File: config.mk
export PLATFORM = sky130hd
export DESIGN_NAME = rr_mux
export DESIGN_NICKNAME = d
export VERILOG_FILES = /design/src/rtl/rr_mux.sv
export SDC_FILE = /design/constraint.sdc
export NUM_CORES = 1
export LEC_CHECK = 0
export CAP_MARGIN = 25
export CORE_MARGIN = 2
export CORE_UTILIZATION = 34
export DETAILED_ROUTE_END_ITERATION = 10
export PLACE_DENSITY = 0.83
export SKIP_CTS_REPAIR_TIMING = 1
export SYNTH_ARGS = -nofsm -noshare
export SYNTH_HDL_FRONTEND = slang
export SYNTH_SLANG_ARGS = --single-unit
File: constraint.sdc
create_clock -name clk -period 1.9 [get_ports clk]
set_input_delay 0.285 -clock clk [delete_from_list [all_inputs] [get_ports clk]]
set_output_delay 0.285 -clock clk [all_outputs]
set_load 0.005 [all_outputs]
File: src/rtl/rr_mux.sv
// N-channel round-robin arbitrating mux with a one-entry registered output and valid/ready on every port.
// Define RR_MUX_LOCK_EN to add in_last and hold the grant on one channel until the end of its packet.
module rr_mux #(
  parameter int N     = 4,
  parameter int WIDTH = 32,
  localparam int SELW = $clog2(N)
) (
  input  logic               clk,
  input  logic               rst_n,
  input  logic [N-1:0]       in_valid,
  input  logic [N*WIDTH-1:0] in_data,
`ifdef RR_MUX_LOCK_EN
  input  logic [N-1:0]       in_last,
`endif
  output logic [N-1:0]       in_ready,
  output logic               out_valid,
  output logic [WIDTH-1:0]   out_data,
  output logic [SELW-1:0]    out_sel,
  input  logic               out_ready
);

  logic [SELW-1:0] ptr, gnt, nxt;
  logic [SELW:0]   idx;
  logic            gnt_vld, load_ok, accept;
`ifdef RR_MUX_LOCK_EN
  logic            locked;
  logic [SELW-1:0] lock_ch;
`endif

  // Walk the search order backwards so the channel closest to ptr is written last and wins.
  always_comb begin
    gnt_vld = 1'b0;
    gnt     = '0;
    idx     = '0;
    for (int k = N-1; k >= 0; k--) begin
      idx = {1'b0, ptr} + (SELW+1)'(k);
      if (idx >= (SELW+1)'(N)) idx = idx - (SELW+1)'(N);
      if (in_valid[idx[SELW-1:0]]) begin
        gnt_vld = 1'b1;
        gnt     = idx[SELW-1:0];
      end
    end
`ifdef RR_MUX_LOCK_EN
    if (locked) begin
      gnt_vld = in_valid[lock_ch];
      gnt     = lock_ch;
    end
`endif
  end

  // Gating with rst_n keeps in_ready low while reset is held.
  assign load_ok = rst_n & (~out_valid | out_ready);
  assign accept  = gnt_vld & load_ok;
  assign nxt     = (gnt == SELW'(N-1)) ? '0 : gnt + SELW'(1);

  always_comb begin
    in_ready = '0;
    if (accept) in_ready[gnt] = 1'b1;
  end

  always_ff @(posedge clk or negedge rst_n) begin
    if (!rst_n) begin
      out_valid <= 1'b0;
      out_data  <= '0;
      out_sel   <= '0;
      ptr       <= '0;
`ifdef RR_MUX_LOCK_EN
      locked    <= 1'b0;
      lock_ch   <= '0;
`endif
    end else if (accept) begin
      out_valid <= 1'b1;
      out_data  <= in_data[gnt*WIDTH +: WIDTH];
      out_sel   <= gnt;
`ifdef RR_MUX_LOCK_EN
      if (in_last[gnt]) begin
        locked <= 1'b0;
        ptr    <= nxt;
      end else begin
        locked  <= 1'b1;
        lock_ch <= gnt;
      end
`else
      ptr       <= nxt;
`endif
    end else if (out_ready) begin
      out_valid <= 1'b0;
    end
  end

endmodule

==> results.md <==
- Status: complete, but fails checks
- Violated checks: negative setup slack
- Slowest stage delay, CP: 0.41 ns
- DR vias: 2,464
- Worst-Skew Late Latency: 0.28 ns
- Fmax: 0.489 GHz
- WL per Instance: 16.2 um
- Sw Share: 0.340
- Mapped Avg Cell Area: 10.6 um2
- Core footprint: 6680 um2
- Clk slew on worst S/H paths: 0.07 ns
- Sequential share of power: 0.291
- Hold WS: 0.0842 ns
- Critical path's slowest cell: dfrtp_2
- CP Max Fanout: 5
- Tcrit/Tclk final: 1.08
- Port-buffer cells: 173
- Placer congestion estimate: 0.773
- Area contributors post-synth: dfrtp_1 40%, mux2i_1 28%, o221ai_1 12%
- Pwr Density: 1040 nW/um2
- Fin crit period: 2.04 ns
- CTS H-tree depth: 2
- TritonCTS clock tree: done
- Slew headroom: 0.685
- Number of max-cap violations: 0
- Internal power: 3.00 mW
- Clock share of power: 0.123
- Vias in the first global route: 2,477
- Horiz. Die Dim: 86.6 um
- Area share of the largest cell type after synthesis: 0.399
- RSZ-0062 raised after global routing: true
- Dpl ws: -0.627 ns
- TritonCTS Buffers: 5
- Number of inserted diodes: 0
- VDD IR-drop max: 486 uV
- Pin count of the biggest net entering global routing: 39
- Clk buf depth: 2
- Initial core utilization: 0.347
- CP startpoint kind: register
- Final hold vios: 0
- Initial antenna violation count: 0
- Clk_skew: 0.00405 ns
- WP data arrival: 1.76 ns
- Most frequent cells in the layout: 164 x clkdlybuf4s50_1, 64 x mux2i_1, 40 x nand2_1
- Max-slew violations: 0
- Root Driver: clkbuf_8
- Ratio of cells with drive above 1 in the final layout: 0.130
- Clk sinks: 37
- Grt total ovfl: 0
- Vias/cell: 5.12
- Syn Inst Count: 219
- Setup tns final: -0.371 ns
- Synth-to-layout area growth: 89.4%
- Measured slew at the worst slew-check pin: 0.472 ns
- Cell taking the most area after synthesis: dfrtp_1
- Commonest non-fill, non-tap cell in the layout: clkdlybuf4s50_1
- Crit path max-delay family: simple AND/OR/NAND/NOR gates
- HP Class: in -> async
- Top FF cell, synth: dfrtp_1
- Netlist Area Pre-Place: 2320 um2
- Psw: 1.55 mW
- CP endpoint kind: output pin
- Site Rows: 30
- Syn_nets: 355
- Gr usage total: 0.200
- Comb pwr share: 0.586
- Initial DRT Pass Iterations: 4
- Leakage Power: 2.04 nW
- EDFF count, synth: 0
- DP HPWL: 5.96 mm
- Worst EP required: 1.62 ns
- Final Util: 0.657
- Count of final setup violators: 3
- Ordered list of cells on the worst path: a21oi_2 > or3_4 > o221ai_4 > inv_2 > ha_4 > and2_4 > buf_6
- Initial DRC count: 54
- # DRC: 0
- Synthesized flop and latch total: 37
- Worst path bufs/invs: 2
- Unique masters post-synth: 27
- # IOs: 174
- Warnings, synthesis: 0
- Antenna-violating nets left: 0
- Total Routed Length: 7.78 mm
- Async S/R FF share, synth: 1.00
- Seq/Total Area, Yosys: 0.399
- First-pass GRT wire length: 11.9 mm
- Final setup margin: -0.144 ns
- Die area: 7500 um2
- Final #Nets: 537
- Critical path class: reg -> out
- Die Y-Extent: 86.6 um
## registers in the layout (all words and copies together) (netlist names)
| name | count |
|---|---|
| out_sel | 2 |
| ptr | 2 |
| out_valid | 1 |
| out_data | 32 |
## per-layer routing
layer,track usage,vias to the layer above,share of wire
li1,-,1188,-
met5,0,-,0
met2,0.380,98,0.55
met1,0.219,1166,0.36
met4,0.0597,0,0.022
met3,0.0476,12,0.064
## cell type report
cell class / instances / area [um2]
flip-flops and latches: 37 / 927
repair buffers: 193 / 1940
fillers: 545 / 2290
well taps: 80 / 100
inverters: 6 / 22.5
clock buffers: 6 / 82.6
multi-input cells: 158 / 1310
clock inverters: 1 / 7.51
## cells in the mapped netlist (all sizes together), types with 2 or more instances
master  number
mux2i       64
nand2       42
dfrtp       37
o221ai      33
buf         16
inv          6
nor2         3
nor3         3
clkbuf       2
nand2b       2
o21ai        2
## cells by family (layout without fill, tap and decap cells)
logic type	Yosys count	count (layout)	synth area share
flops	37	37	0.399
buf+inv	24	206	0.0604
mux	64	64	0.276
fa+ha+maj	1	1	0.00540
simple gates	53	53	0.0993
compound gates	40	40	0.159
## worst reg2reg max path, delay by kind of cell, from the launching register on
family | cells | cell delay (ns)
and+or+nand+nor | 2 | 0.52
buffers and inverters | 4 | 0.51
DFF | 1 | 0.41
AOI/OAI and AO/OA | 3 | 0.28
## power by group through the flow
stage / clock [mW] / combinational (mW) / sequential, mW
2_1_floorplan: 0 / 1.25 / 1.35
3_5_place_dp: 0 / 2.56 / 1.34
3_3_place_gp: 0 / 2.50 / 1.32
4_1_cts: 0.578 / 2.56 / 1.33
6_report: 0.559 / 2.66 / 1.32
5_1_grt: 0.617 / 2.87 / 1.37
## per-stage QoR
stage,power [mW],cell area [um2],std cells
final,4.55,4390,481
after global routing,4.86,4390,481
after CTS,4.47,4300,477
after detailed placement,3.89,4210,470
after global placement,3.82,4210,470
after floorplan,2.60,2320,219
## worst paths after layout
path                       startpoint           end  slack [ns]  cells past startpoint
min reg2reg                out_sel[1]    out_sel[1]        0.48                      2
min in group clk                rst_n     out_valid        0.26                      3
min                             rst_n        ptr[0]        0.08                      2
max reg2reg                    ptr[1]  out_data[21]        0.04                      9
max                            ptr[1]   in_ready[3]       -0.14                      7
max in group asynchronous       rst_n        ptr[1]        1.46                      2
(Power assumes the default switching activity.)
